$ cat src/rtl/pwm_pkg.sv
// Shared types for the multi-channel PWM generator: output alignment mode
// and the counting direction of the shared timebase.
package pwm_pkg;

    // Alignment of the PWM pulses within a period.
    typedef enum logic {
        PWM_EDGE   = 1'b0,  // sawtooth counter, pulse starts at the period boundary
        PWM_CENTER = 1'b1   // triangle counter, pulse centred on the counter bottom
    } pwm_mode_e;

    // Direction of the shared counter.
    typedef enum logic {
        DIR_UP   = 1'b0,
        DIR_DOWN = 1'b1
    } pwm_dir_e;

endpackage

$ cat src/rtl/pwm_timebase.sv
// Shared PWM timebase: period/mode shadow and active registers, the up or
// up/down counter, the period boundary detection and the registered
// period-start strobe. All channels compare against the cnt produced here.
module pwm_timebase
    import pwm_pkg::*;
#(
    parameter int          WIDTH      = 10,
    parameter int unsigned PERIOD_RST = (2 ** WIDTH) - 1
) (
    input  logic             clk,
    input  logic             rst_n,
    input  logic             en,
    input  logic             mode,
    input  logic [WIDTH-1:0] period_i,
    input  logic             period_we,
    output logic [WIDTH-1:0] cnt,
    output logic             boundary,
    output logic             load,
    output logic             period_start
);

    logic [WIDTH-1:0] period_shadow;
    logic [WIDTH-1:0] period_active;
    pwm_mode_e        mode_active;
    pwm_dir_e         dir;

    logic [WIDTH-1:0] period_eff;
    pwm_mode_e        mode_eff;
    logic [WIDTH-1:0] cnt_next;
    pwm_dir_e         dir_next;

    // Boundary detection, effective period/mode and next counter state.
    // The effective values are the ones that will be active for the step
    // being taken, so a period starting at the boundary already counts with
    // its new period and mode on its very first step.
    always_comb begin
        // NOTE: every output of this block gets a default first so no path
        // leaves a variable unassigned and no latch is inferred.
        cnt_next   = '0;
        dir_next   = DIR_UP;
        boundary   = en && (cnt == '0) && (dir == DIR_UP);
        load       = !en || boundary;
        period_eff = load ? period_shadow : period_active;
        mode_eff   = load ? pwm_mode_e'(mode) : mode_active;

        if (en) begin
            if (mode_eff == PWM_EDGE) begin
                // Sawtooth 0..period, then wrap.
                cnt_next = (cnt == period_eff) ? '0 : cnt + WIDTH'(1);
            end else if (period_eff != '0) begin
                // Triangle 0..period..1, the next 0 starts a new period.
                if ((dir == DIR_UP) && (cnt != period_eff)) begin
                    cnt_next = cnt + WIDTH'(1);
                end else begin
                    cnt_next = cnt - WIDTH'(1);
                    dir_next = (cnt_next == '0) ? DIR_UP : DIR_DOWN;
                end
            end
            // Centre mode with a zero period holds cnt at 0, direction up.
        end
    end

    // Shadow writes, boundary loads of the active registers, counter state
    // and the period-start strobe.
    always_ff @(posedge clk or negedge rst_n) begin
        if (!rst_n) begin
            period_shadow <= WIDTH'(PERIOD_RST);
            period_active <= WIDTH'(PERIOD_RST);
            mode_active   <= PWM_EDGE;
            cnt           <= '0;
            dir           <= DIR_UP;
            period_start  <= 1'b0;
        end else begin
            // NOTE: sequential state uses non-blocking assignments so every
            // register samples the pre-edge values, e.g. the active period
            // loads the shadow as it was before a same-cycle write.
            if (period_we) begin
                period_shadow <= period_i;
            end
            if (load) begin
                period_active <= period_eff;
                mode_active   <= mode_eff;
            end
            cnt          <= cnt_next;
            dir          <= dir_next;
            period_start <= boundary;
        end
    end

endmodule

$ cat src/rtl/pwm_multi.sv
// N-channel PWM generator sharing one timebase. Each channel owns a duty
// shadow written by its strobe and a duty active register loaded at the
// period boundary (or continuously while disabled), and a registered
// comparator producing its output bit.
module pwm_multi
    import pwm_pkg::*;
#(
    parameter int          WIDTH      = 10,
    parameter int          NCH        = 2,
    parameter int unsigned PERIOD_RST = (2 ** WIDTH) - 1
) (
    input  logic                 clk,
    input  logic                 rst_n,
    input  logic                 en,
    input  logic                 mode,
    input  logic [WIDTH-1:0]     period_i,
    input  logic                 period_we,
    input  logic [NCH*WIDTH-1:0] duty_i,
    input  logic [NCH-1:0]       duty_we,
    output logic [NCH-1:0]       pwm_o,
    output logic                 period_start_o
);

    logic [WIDTH-1:0] cnt;
    logic             boundary;
    logic             load;

    pwm_timebase #(
        .WIDTH      (WIDTH),
        .PERIOD_RST (PERIOD_RST)
    ) u_timebase (
        .clk          (clk),
        .rst_n        (rst_n),
        .en           (en),
        .mode         (mode),
        .period_i     (period_i),
        .period_we    (period_we),
        .cnt          (cnt),
        .boundary     (boundary),
        .load         (load),
        .period_start (period_start_o)
    );

    for (genvar k = 0; k < NCH; k++) begin : g_ch
        logic [WIDTH-1:0] duty_shadow;
        logic [WIDTH-1:0] duty_active;
        logic [WIDTH-1:0] duty_eff;
        logic             pwm_bit;

        // Duty in force for this cycle's compare: the shadow when the
        // active register is being reloaded, so the first output cycle of a
        // period already reflects the new duty.
        always_comb begin
            duty_eff = load ? duty_shadow : duty_active;
        end

        // Duty double buffer and registered compare against the timebase.
        always_ff @(posedge clk or negedge rst_n) begin
            if (!rst_n) begin
                // NOTE: the duty registers are a handful of flops, not a
                // memory, so they reset like any other state.
                duty_shadow <= '0;
                duty_active <= '0;
                pwm_bit     <= 1'b0;
            end else begin
                if (duty_we[k]) begin
                    duty_shadow <= duty_i[k*WIDTH +: WIDTH];
                end
                if (load) begin
                    duty_active <= duty_eff;
                end
                pwm_bit <= en & (cnt < duty_eff);
            end
        end

        assign pwm_o[k] = pwm_bit;
    end

endmodule
$ cat config.mk
export PLATFORM = sky130hd
export DESIGN_NAME = pwm_multi
export DESIGN_NICKNAME = d
export VERILOG_FILES = /design/src/rtl/pwm_pkg.sv /design/src/rtl/pwm_timebase.sv /design/src/rtl/pwm_multi.sv
export SDC_FILE = /design/constraint.sdc
export NUM_CORES = 1
export LEC_CHECK = 0
export ABC_CLOCK_PERIOD_IN_PS = 5400
export BUFFER_PORTS_ARGS = -buffer_cell sky130_fd_sc_hd__buf_2
export CAP_MARGIN = 0
export CORE_MARGIN = 2
export CORE_UTILIZATION = 30
export DETAILED_ROUTE_END_ITERATION = 7
export GPL_ROUTABILITY_DRIVEN = 0
export PLACE_DENSITY = 0.57
export SLEW_MARGIN = 0
export SYNTH_ARGS = -nofsm -noshare
export SYNTH_HDL_FRONTEND = slang
export SYNTH_SLANG_ARGS = --single-unit
$ cat constraint.sdc
create_clock -name clk -period 5.4 [get_ports clk]
set_input_delay 0.27 -clock clk [delete_from_list [all_inputs] [get_ports clk]]
set_output_delay 0.27 -clock clk [all_outputs]
set_load 0.005 [all_outputs]
* Word level (Yosys, flattened, before mapping)
Cells that the tools add are included.
Storage, ports and cells: flip-flop bits (word level) 75, logic and storage cells 43
Cells by class: add/subtract/negate cells 2, magnitude comparators 2, multiplexer cells 14, bitwise logic cells 3, equality and inequality tests 2, reductions and logical operators 8
Operators by type and width (number):
- 10-bit 2-to-1 mux | 8
- 10-bit logical NOT | 2
- 10-bit < comparator | 2
- 10-bit by 1-bit adder with 10-bit output (second input constant) | 1
- 10-bit equality test | 1
- 10-bit inequality test | 1
- 10-bit nonzero test | 1
- 10-bit by 1-bit subtractor with 10-bit output (second input constant) | 1
- 1-bit 2-to-1 mux | 6
- 1-bit logical AND | 3
- 1-bit bitwise AND | 2
- 1-bit logical NOT | 1
- 1-bit logical OR | 1
- 1-bit NOT | 1

* Depth between registers and ports, before layout
Gate-level depths: netlist of the first run.
depth in word-level cells 11, depth in mapped cells 15, gate-level depth less buffers 13

* Cells and area by module
From an unflattened synthesis of the first run, not the netlist that was laid out.
Second synthesis, totals: cell total of the unflattened synthesis 390, area, all modules 4212.8 um^2
Modules (own cells, without submodules):
- pwm_timebase | area each 2217.1 um^2, cells an instance 241, sequential area each 850.8 um^2, times used 1
- pwm_multi | area each 1995.7 um^2, cells an instance 149, sequential area each 1051.0 um^2, times used 1

* Worst setup path before layout of the first run
No wires, ideal clock.
path type register -> register, start register u_timebase.cnt[1], end register g_ch[0].pwm_bit, stages on the path, launching flop included 16, library setup time 0.087 ns, arrival time 3.440 ns, buffers on the path 3, clock period less this slack 3.526 ns, setup slack 1.874 ns, required time 5.313 ns, cell sequence dfrtp_1 inv_1 ha_1 nor3b_2 a41o_1 buf_6 clkbuf_1 clkbuf_1 mux2_2 inv_1 ha_1 a211oi_1 nand2_1 nor2_1 nand2_1 o211ai_1
Between the ends: word-level cells in the longest chain between the ends 7
RTL lines:
- start: declaration | RTL line pwm_timebase.sv:16 | output logic [WIDTH-1:0] cnt,
- start signal: assignment | RTL line pwm_timebase.sv:84 | cnt <= cnt_next;
- 10-bit logical NOT | RTL line pwm_timebase.sv:41 | boundary = en && (cnt == '0) && (dir == DIR_UP);
- 1-bit logical AND (2 in a row) | RTL line pwm_timebase.sv:41
- 1-bit logical OR | RTL line pwm_timebase.sv:42 | load = !en || boundary;
- 10-bit 2-to-1 mux | RTL line pwm_multi.sv:54 | duty_eff = load ? duty_shadow : duty_active;
- 10-bit < comparator * | RTL line pwm_multi.sv:72 | pwm_bit <= en & (cnt < duty_eff);
- 1-bit bitwise AND * | RTL line pwm_multi.sv:72
- end signal: assignment | RTL line pwm_multi.sv:72
- end: declaration | RTL line pwm_multi.sv:48 | logic pwm_bit;
Every way passes the cells marked *; elsewhere a longest branch is shown, timed or not. A chain may end at the register's enable or synchronous reset.

* Worst setup path in the final report of the first run
start register u_timebase.cnt[0], end register u_timebase.cnt[8]
Between the ends: word-level cells in the longest chain between the ends 11
RTL lines:
- 10-bit logical NOT | RTL line pwm_timebase.sv:41
- 1-bit logical AND (2 in a row) | RTL line pwm_timebase.sv:41
- 1-bit logical OR | RTL line pwm_timebase.sv:42
- 10-bit 2-to-1 mux | RTL line pwm_timebase.sv:43 | period_eff = load ? period_shadow : period_active;
- 10-bit inequality test | RTL line pwm_timebase.sv:52 | if ((dir == DIR_UP) && (cnt != period_eff)) begin
- 1-bit logical AND | RTL line pwm_timebase.sv:52
- 10-bit 2-to-1 mux | RTL line pwm_timebase.sv:52
- 10-bit 2-to-1 mux | RTL line pwm_timebase.sv:50 | end else if (period_eff != '0) begin
- 10-bit 2-to-1 mux * | RTL line pwm_timebase.sv:47 | if (mode_eff == PWM_EDGE) begin
- 10-bit 2-to-1 mux * | RTL line pwm_timebase.sv:46 | if (en) begin
- via u_timebase.cnt_next[8] | RTL line pwm_timebase.sv:29 | logic [WIDTH-1:0] cnt_next;
The timed path passes the listed nets; every way through them passes the cells marked *.

==> Implementation_results.wiki, run 1 <==
{| class="wikitable"
! Metric !! Value
|-
| Most Crowded Layer GR || met2
|-
| Worst rel slew slack || 0.3898
|-
| Upper clock frequency limit || 237.5 MHz
|-
| Initial Utilization || 0.3065
|-
| Worst slack on hold paths || between 0.15 and 0.2 ns
|-
| Total via count in the routed design || roughly 2,700
|-
| TritonCTS clock tree || yes
|-
| Largest fanout of any net on the critical path || 21
|-
| Starting DRT DRC Count || roughly 110
|-
| Post-synthesis cell count || ~350
|-
| # H-tree levels || 3
|-
| Post-synthesis cell type count || 40
|-
| Portion of synthesized cell area occupied by the leading cell type || 0.3405
|-
| CTS Root Cell || clkbuf_16
|-
| Number of flops mapped to enable cells by yosys || 0
|-
| Row cnt || 42
|-
| Synthesized cell area || between 4000 and 5000 um2
|-
| Number of storage elements in the synthesis netlist || 75
|-
| Share of the yosys chip area belonging to registers || 0.4704
|-
| Diode insertion count for antenna repair || 0
|-
| Total wire length || about 8100 um
|-
| Number of input and output port buffers inserted || 39
|-
| Total number of nets in the final design || roughly 450
|-
| VDD IR-drop max || around 0.17 mV
|-
| Filler Cells Inserted || approximately 1,300
|-
| Required time reported for the critical path endpoint || around 5.6 ns
|-
| Area share of xor/xnor cells in the synthesized design || 0.03683
|-
| Complex-gate fraction of the synthesized area || 0.07707
|-
| Antenna violations before repair || 0
|-
| Sort of element at the start of the critical path || flip-flop
|-
| Post-CTS Setup Inserts || 0
|-
| Synth top area cells || dfrtp_1, mux2_2, dfstp_2, ha_1, inv_1
|-
| Arrival time reported for the critical path endpoint || 4.43 ns
|-
| Worst-Margin Slew || 0.9152 ns
|-
| Detail Placement HPWL || just under 6000 um
|-
| Met3 global-route usage || 0.04515
|-
| Leakage component of the power || about 0.0022 uW
|-
| Utilization of the core after routing || 0.3548
|-
| Class of the worst hold path || in -> async
|-
| Synth Warn # || 0
|-
| CTS buffer count || 9
|-
| GRT Overall Usage || 0.1246
|-
| Worst-skew pair later-pin latency || ~0.34 ns
|-
| Die width || 120.1 um
|-
| Layout cells sized above 1 || 0.3468
|-
| Met2 layer usage reported by global route || 0.1960
|-
| Number of violations of the max-capacitance limit || 0
|-
| Standard cell core area || 13,190 um2
|-
| Setup violators final || 0
|-
| Max-slew violation count || 0
|-
| Avg Inst Size Synth || 11.42 um2
|-
| Most used standard cells in the synthesized netlist || dfrtp_1, mux2_2, inv_1
|-
| Status || finished, final reports clean
|-
| Predominant post-synthesis flop cell || dfrtp_1
|-
| Number of primary I/O pins || 40
|-
| Endpoint type of the worst setup path || flip-flop
|-
| Overflow left after global routing || 0
|-
| Post-placement cell count || roughly 560
|-
| Maximum buffer depth of the clock tree || 2
|-
| Clock transition at the registers of the reported paths || about 0.060 ns
|-
| Pwr per Cell Area || about 330 nW/um2
|-
| Area leader, netlist || dfrtp_1
|-
| Number of detailed-routing iterations run before antenna repair || 4
|-
| Hold bufs inserted after CTS || 0
|-
| Maximum clock skew at final layout || between 0.008 and 0.009 ns
|-
| Adder-cell share of the synthesized area || 0.06809
|-
| Summed negative setup slack over all endpoints || 0 ns
|-
| Cells resized by post-CTS repair || 0
|-
| Post-DR wirelength/cell || 14.12 um
|-
| Synth Net Count || roughly 410
|-
| Number of sinks on the clock net || 75
|-
| Global-route track usage on met1 || 0.1590
|-
| Vias in the first global route || 2,898
|-
| Largest family of logic cells by synthesized area || multiplexers
|-
| Post-route DRC || 0
|-
| Pin count of the biggest net entering global routing || between 70 and 80
|-
| RSZ-0062 raised after global routing || false
|-
| Most frequent cell after synthesis || dfrtp_1
|-
| Type of the worst setup path || reg -> reg
|-
| Wire length of the first global-routing pass || roughly 14,000 um
|-
| Shortest clock period the worst path allows after layout || 4.211 ns
|-
| Final Hold Fails || 0
|-
| P&R area growth vs syn || 15.75%
|-
| Finished Layout Cells || roughly 570
|-
| Fraction of the cycle the final worst path needs || 0.7798
|-
| Post-synthesis mux area share || 0.1789
|-
| DIE AREA || 14,420 um2
|-
| Async set-reset flop share out of synthesis || 1.000
|-
| Antenna Violating Nets Remaining || 0
|-
| Vias per std cell || ~4.8
|-
| Die Span Y || 120.1 um
|-
| Synth Area in Simple Gates || 0.1154
|}
[layer usage]
| layer | up-vias | part of all wire |
|---|---|---|
| met1 | 1305 | 0.46 |
| met2 | 70 | 0.46 |
| met4 | 0 | 0.021 |
| li1 | 1324 | - |
| met5 | - | 0 |
| met3 | 15 | 0.061 |
[final timing paths]
| check | end | from | cells after the start | slack, ns |
|---|---|---|---|---|
| worst max-delay path | u_timebase.cnt[8]$_DFF_PN0_ | u_timebase.cnt[0]$_DFF_PN0_ | 13 | 1.19 |
| max in group asynchronous | u_timebase.cnt[2]$_DFF_PN0_ | rst_n | 2 | 4.66 |
| worst max register to register | u_timebase.cnt[8]$_DFF_PN0_ | u_timebase.cnt[0]$_DFF_PN0_ | 13 | 1.19 |
| worst min-delay path | g_ch[0].duty_active[4]$_DFFE_PN0N_ | rst_n | 2 | 0.16 |
| worst min register to register | g_ch[1].duty_active[8]$_DFFE_PN0N_ | g_ch[1].duty_active[8]$_DFFE_PN0N_ | 1 | 0.50 |
| min in group clk | g_ch[1].duty_shadow[4]$_DFFE_PN0P_ | duty_i[14] | 2 | 0.16 |
[per-stage QoR]
stage | power [uW] | worst slack [ns] | cell area [um2]
2_1_floorplan | 890.7 | 1.874 | 4043
3_3_place_gp | 963.4 | 1.399 | 4385
3_5_place_dp | 970.8 | 1.211 | 4385
4_1_cts | 1572 | 1.183 | 4679
5_1_grt | 1641 | 0.8616 | 4679
6_report | 1543 | 1.189 | 4679
[state kept, by name, summed over array words and instances (netlist names)]
signal and cells:
g_ch.duty_active 20, g_ch.duty_shadow 20, g_ch.pwm_bit 2, u_timebase.cnt 10
u_timebase.dir 1, u_timebase.mode_active 1, u_timebase.period_active 10, u_timebase.period_shadow 10
u_timebase.period_start 1
[worst max-delay path: stages, from the launching register on]
cell and delay, ns:
dfrtp_1 0.47, inv_1 0.18, ha_1 0.18, nor3b_2 0.50, a41o_1 0.51, buf_4 0.37
mux2i_1 0.33, inv_1 0.14, and2_1 0.18, a31oi_1 0.39, buf_4 0.27, nand4_1 0.12
o31ai_2 0.10, mux2_2 0.36
[report_power, final]
group / leakage [uW] / internal (uW) / switching [uW] / total, uW
combinational: 0.00116 / 132 / 139 / 272
sequential: 0.000874 / 650 / 35.4 / 685
clock: 0.000143 / 358 / 228 / 586
[logic make-up after synthesis]
logic type	Yosys count
AO/OA/AOI/OAI	41
XOR/XNOR	17
adder cells (fa/ha/maj)	22
buffers and inverters	48
AND/OR/NAND/NOR	86
multiplexers	65
flip-flops	75
[cells in the final DEF (no fill, tap or decap), types with 6 or more instances in the layout]
| master | netlist | layout |
|---|---|---|
| ha_1 | 22 | 22 |
| dfrtp_1 | 55 | 55 |
| nor3_1 | 10 | 10 |
| buf_2 | 1 | 39 |
| o21a_1 | 6 | 6 |
| xnor2_1 | 12 | 12 |
| mux2i_1 | 10 | 10 |
| a41o_1 | 6 | 6 |
| and3_1 | 6 | 6 |
| clkbuf_16 | 0 | 9 |
| inv_1 | 30 | 30 |
| dfstp_2 | 20 | 20 |
| nor2_1 | 19 | 19 |
| nand2_1 | 19 | 19 |
| mux2_2 | 54 | 54 |
| nand3_1 | 9 | 9 |
[layout make-up]
class | instances | area (um2) | share of cell area
multi-input combinational | 231 | 1926 | 0.4115
sequential | 75 | 1902 | 0.4064
timing repair buffer | 43 | 225.2 | 0.04813
inverter | 30 | 112.6 | 0.02406
tap | 176 | 220.2 | 0.04706
clock inverter | 6 | 65.06 | 0.01390
clock buffer | 10 | 229.0 | 0.04893
No activity file was read; power rests on OpenSTA's default activity.
==> inputs of run 2 (changes only) <==
Settings changed: ABC_CLOCK_PERIOD_IN_PS 5400 to 4100.
Clock period 5.4 ns to 4.1 ns, I/O delays scaled along.
==> run 2 against run 1 <==
Against the previous run: final cell count rose by 0.70%; final area rose by 0.67%; fmax rose by 14%; die area did not move; clock power rose by 29%; sequential cell count did not move; non-clock buffer count rose by 6; routed wire length rose by 0.93%; critical path depth fell by 1; first-iteration DRC count fell by 4.4%; clock skew fell by 0.0014 ns.
==> Implementation_results.wiki, run 2 (synthesis results as in run 1) <==
{| class="wikitable"
! Metric !! Value
|-
| RSZ-0062 raised after global routing || false
|-
| Slack of the worst reg-to-reg path || 0.41 ns
|-
| Finished Layout Cells || between 500 and 600
|-
| Maximum clock skew at final layout || ~0.0075 ns
|-
| Leakage component of the power || approximately 0.0022 uW
|-
| Worst-case setup margin in the final layout || 0.4101 ns
|-
| Combinational share of power || 0.182
|-
| Fraction of the cycle the final worst path needs || 0.9000
|-
| Summed negative setup slack over all endpoints || 0 ns
|-
| Number of input and output port buffers inserted || 39
|-
| Diode insertion count for antenna repair || 0
|-
| Upper clock frequency limit || ~270 MHz
|-
| Commonest non-fill, non-tap cells in the layout || dfrtp_1, mux2_2, buf_2
|-
| Final Hold Fails || 0
|-
| P&R area growth vs syn || 16.53%
|-
| Critical register-to-register path endpoint || g_ch[1].pwm_bit$_DFF_PN0_
|-
| Number of violations of the max-capacitance limit || 0
|-
| TritonCTS clock tree || yes
|-
| Total number of nets in the final design || about 460
|-
| Post-placement cell count || between 500 and 600
|-
| Antenna Violating Nets Remaining || 0
|-
| Post-DR wirelength/cell || 14.15 um
|-
| CTS buffer count || 9
|-
| Overflow left after global routing || 0
|-
| Initial Utilization || 0.3065
|-
| Worst-skew pair later-pin latency || between 0.3 and 0.4 ns
|-
| Endpoint type of the worst setup path || flip-flop
|-
| Type of the worst setup path || reg -> reg
|-
| Internal portion of total power || about 1500 uW
|-
| Pin count of the biggest net entering global routing || 47
|-
| VDD IR-drop max || ~0.23 mV
|-
| Worst slack after detailed placement || 0.4213 ns
|-
| Class of the worst hold path || in -> async
|-
| Worst-Margin Slew || slightly below 1 ns
|-
| Die Span Y || 120.1 um
|-
| Wire length of the first global-routing pass || between 10,000 and 15,000 um
|-
| Filler Cells Inserted || 1,305
|-
| Antenna violations before repair || 0
|-
| Post-CTS Setup Inserts || 0
|-
| Vias in the first global route || about 2,800
|-
| Crit path cell chain || nor4_4, a41o_1, buf_4, mux2_2, inv_1, ha_1, a21boi_0, o21a_1, o21a_1, o21ai_0, nand2_1, o211ai_1
|-
| Largest registers ranked by flip-flop count || g_ch.duty_active: 20 flops, g_ch.duty_shadow: 20 flops
|-
| Net switching fraction of the power || 0.2588
|-
| Max-slew violation count || 0
|-
| Total via count in the routed design || roughly 2,700
|-
| CTS Root Cell || clkbuf_16
|-
| Power Total || between 2000 and 2500 uW
|-
| Standard cell core area || around 13,000 um2
|-
| Number of sinks on the clock net || 75
|-
| Pwr per Cell Area || 429.2 nW/um2
|-
| DIE AREA || roughly 14,000 um2
|-
| Clock power share || 0.374
|-
| Layout cells sized above 1 || 0.3534
|-
| Share of power burned in registers || 0.444
|-
| Arrival time reported for the critical path endpoint || slightly below 4 ns
|-
| GRT Overall Usage || 0.1251
|-
| Setup violators final || 0
|-
| Required time reported for the critical path endpoint || roughly 4.4 ns
|-
| Logic depth of the worst register-to-register path || 12
|-
| Worst r2r src || u_timebase.cnt[7]$_DFF_PN0_
|-
| Largest fanout of any net on the critical path || 20
|-
| Maximum buffer depth of the clock tree || 2
|-
| Status || finished, final reports clean
|-
| Cells resized by post-CTS repair || 0
|-
| Slowest cell delay on critical path || 0.64 ns
|-
| Clock transition at the registers of the reported paths || approximately 0.06 ns
|-
| Die width || 120.1 um
|-
| Most common cell on crit path || o21a_1
|-
| Worst slack on hold paths || ~0.034 ns
|-
| Detail Placement HPWL || just over 6000 um
|-
| Shortest clock period the worst path allows after layout || ~3.7 ns
|-
| Leading cell type in the layout, fill and taps excluded || dfrtp_1
|-
| Number of primary I/O pins || 40
|-
| Max stage delay cell, worst path || nor4_4
|-
| Number of detailed-routing iterations run before antenna repair || 4
|-
| Worst rel slew slack || 0.3442
|-
| Vias per std cell || roughly 4.8
|-
| Row cnt || 42
|-
| Starting DRT DRC Count || 109
|-
| Net load switching power || 523.2 uW
|-
| Sort of element at the start of the critical path || flip-flop
|-
| # H-tree levels || 3
|-
| Total wire length || 8139 um
|-
| Hold bufs inserted after CTS || 0
|-
| Post-route DRC || 0
|}
-- run 2: cell count changes in the layout (fill, tap and decap cells not counted), sizes merged --
| cell | change |
|---|---|
| buf | +6 |
| clkbuf | -1 |
| clkinv | -1 |
-- run 2: layout make-up --
type                       count  area, um2  area share
clock buffer                   9      225.2     0.04781
clock inverter                 5      55.05     0.01169
inverter                      30      112.6     0.02390
multi-input combinational    231       1926      0.4088
sequential                    75       1902      0.4037
tap                          176      220.2     0.04675
timing repair buffer          49      270.3     0.05737
-- run 2: worst max path at each step --
stage                                            from                         to  slack [ns]  cells past startpoint
after detailed placement  u_timebase.cnt[7]$_DFF_PN0_  g_ch[1].pwm_bit$_DFF_PN0_        0.42                     12
after floorplan           u_timebase.cnt[1]$_DFF_PN0_  g_ch[0].pwm_bit$_DFF_PN0_        0.57                     15
after global placement    u_timebase.cnt[6]$_DFF_PN0_  g_ch[1].pwm_bit$_DFF_PN0_        0.50                     12
after global routing      u_timebase.cnt[7]$_DFF_PN0_  g_ch[1].pwm_bit$_DFF_PN0_        0.15                     12
after CTS                 u_timebase.cnt[7]$_DFF_PN0_  g_ch[1].pwm_bit$_DFF_PN0_        0.40                     12
final                     u_timebase.cnt[7]$_DFF_PN0_  g_ch[1].pwm_bit$_DFF_PN0_        0.41                     12
-- run 2: power by group through the flow --
stage | logic (uW) | clock network (uW) | registers (uW)
3_5_place_dp | 372 | 0 | 911
4_1_cts | 375 | 781 | 898
3_3_place_gp | 364 | 0 | 908
2_1_floorplan | 278 | 0 | 895
5_1_grt | 420 | 816 | 909
6_report | 368 | 756 | 898
-- run 2: layer usage --
metal  track usage  up-vias  share of wire
li1              -     1331              -
met4       0.04853        0          0.022
met1        0.1665     1323           0.47
met3       0.03850       14          0.057
met2        0.1900       80           0.45
met5             0        -              0
-- run 2: worst max-delay path: cells and delay by family, from the launching register on --
kind,cells,cell delay [ns]
adder cells (fa/ha/maj),1,0.21
multiplexers,1,0.38
AO/OA/AOI/OAI,6,1.31
AND/OR/NAND/NOR,2,0.72
buffers and inverters,2,0.43
flip-flops,1,0.53
-- run 2: metrics by stage --
stage	utilization	area [um2]
after floorplan	-	4043
after global placement	0.3359	4431
after detailed placement	0.3359	4431
after CTS	0.3571	4711
after global routing	0.3571	4711
final	0.3571	4711
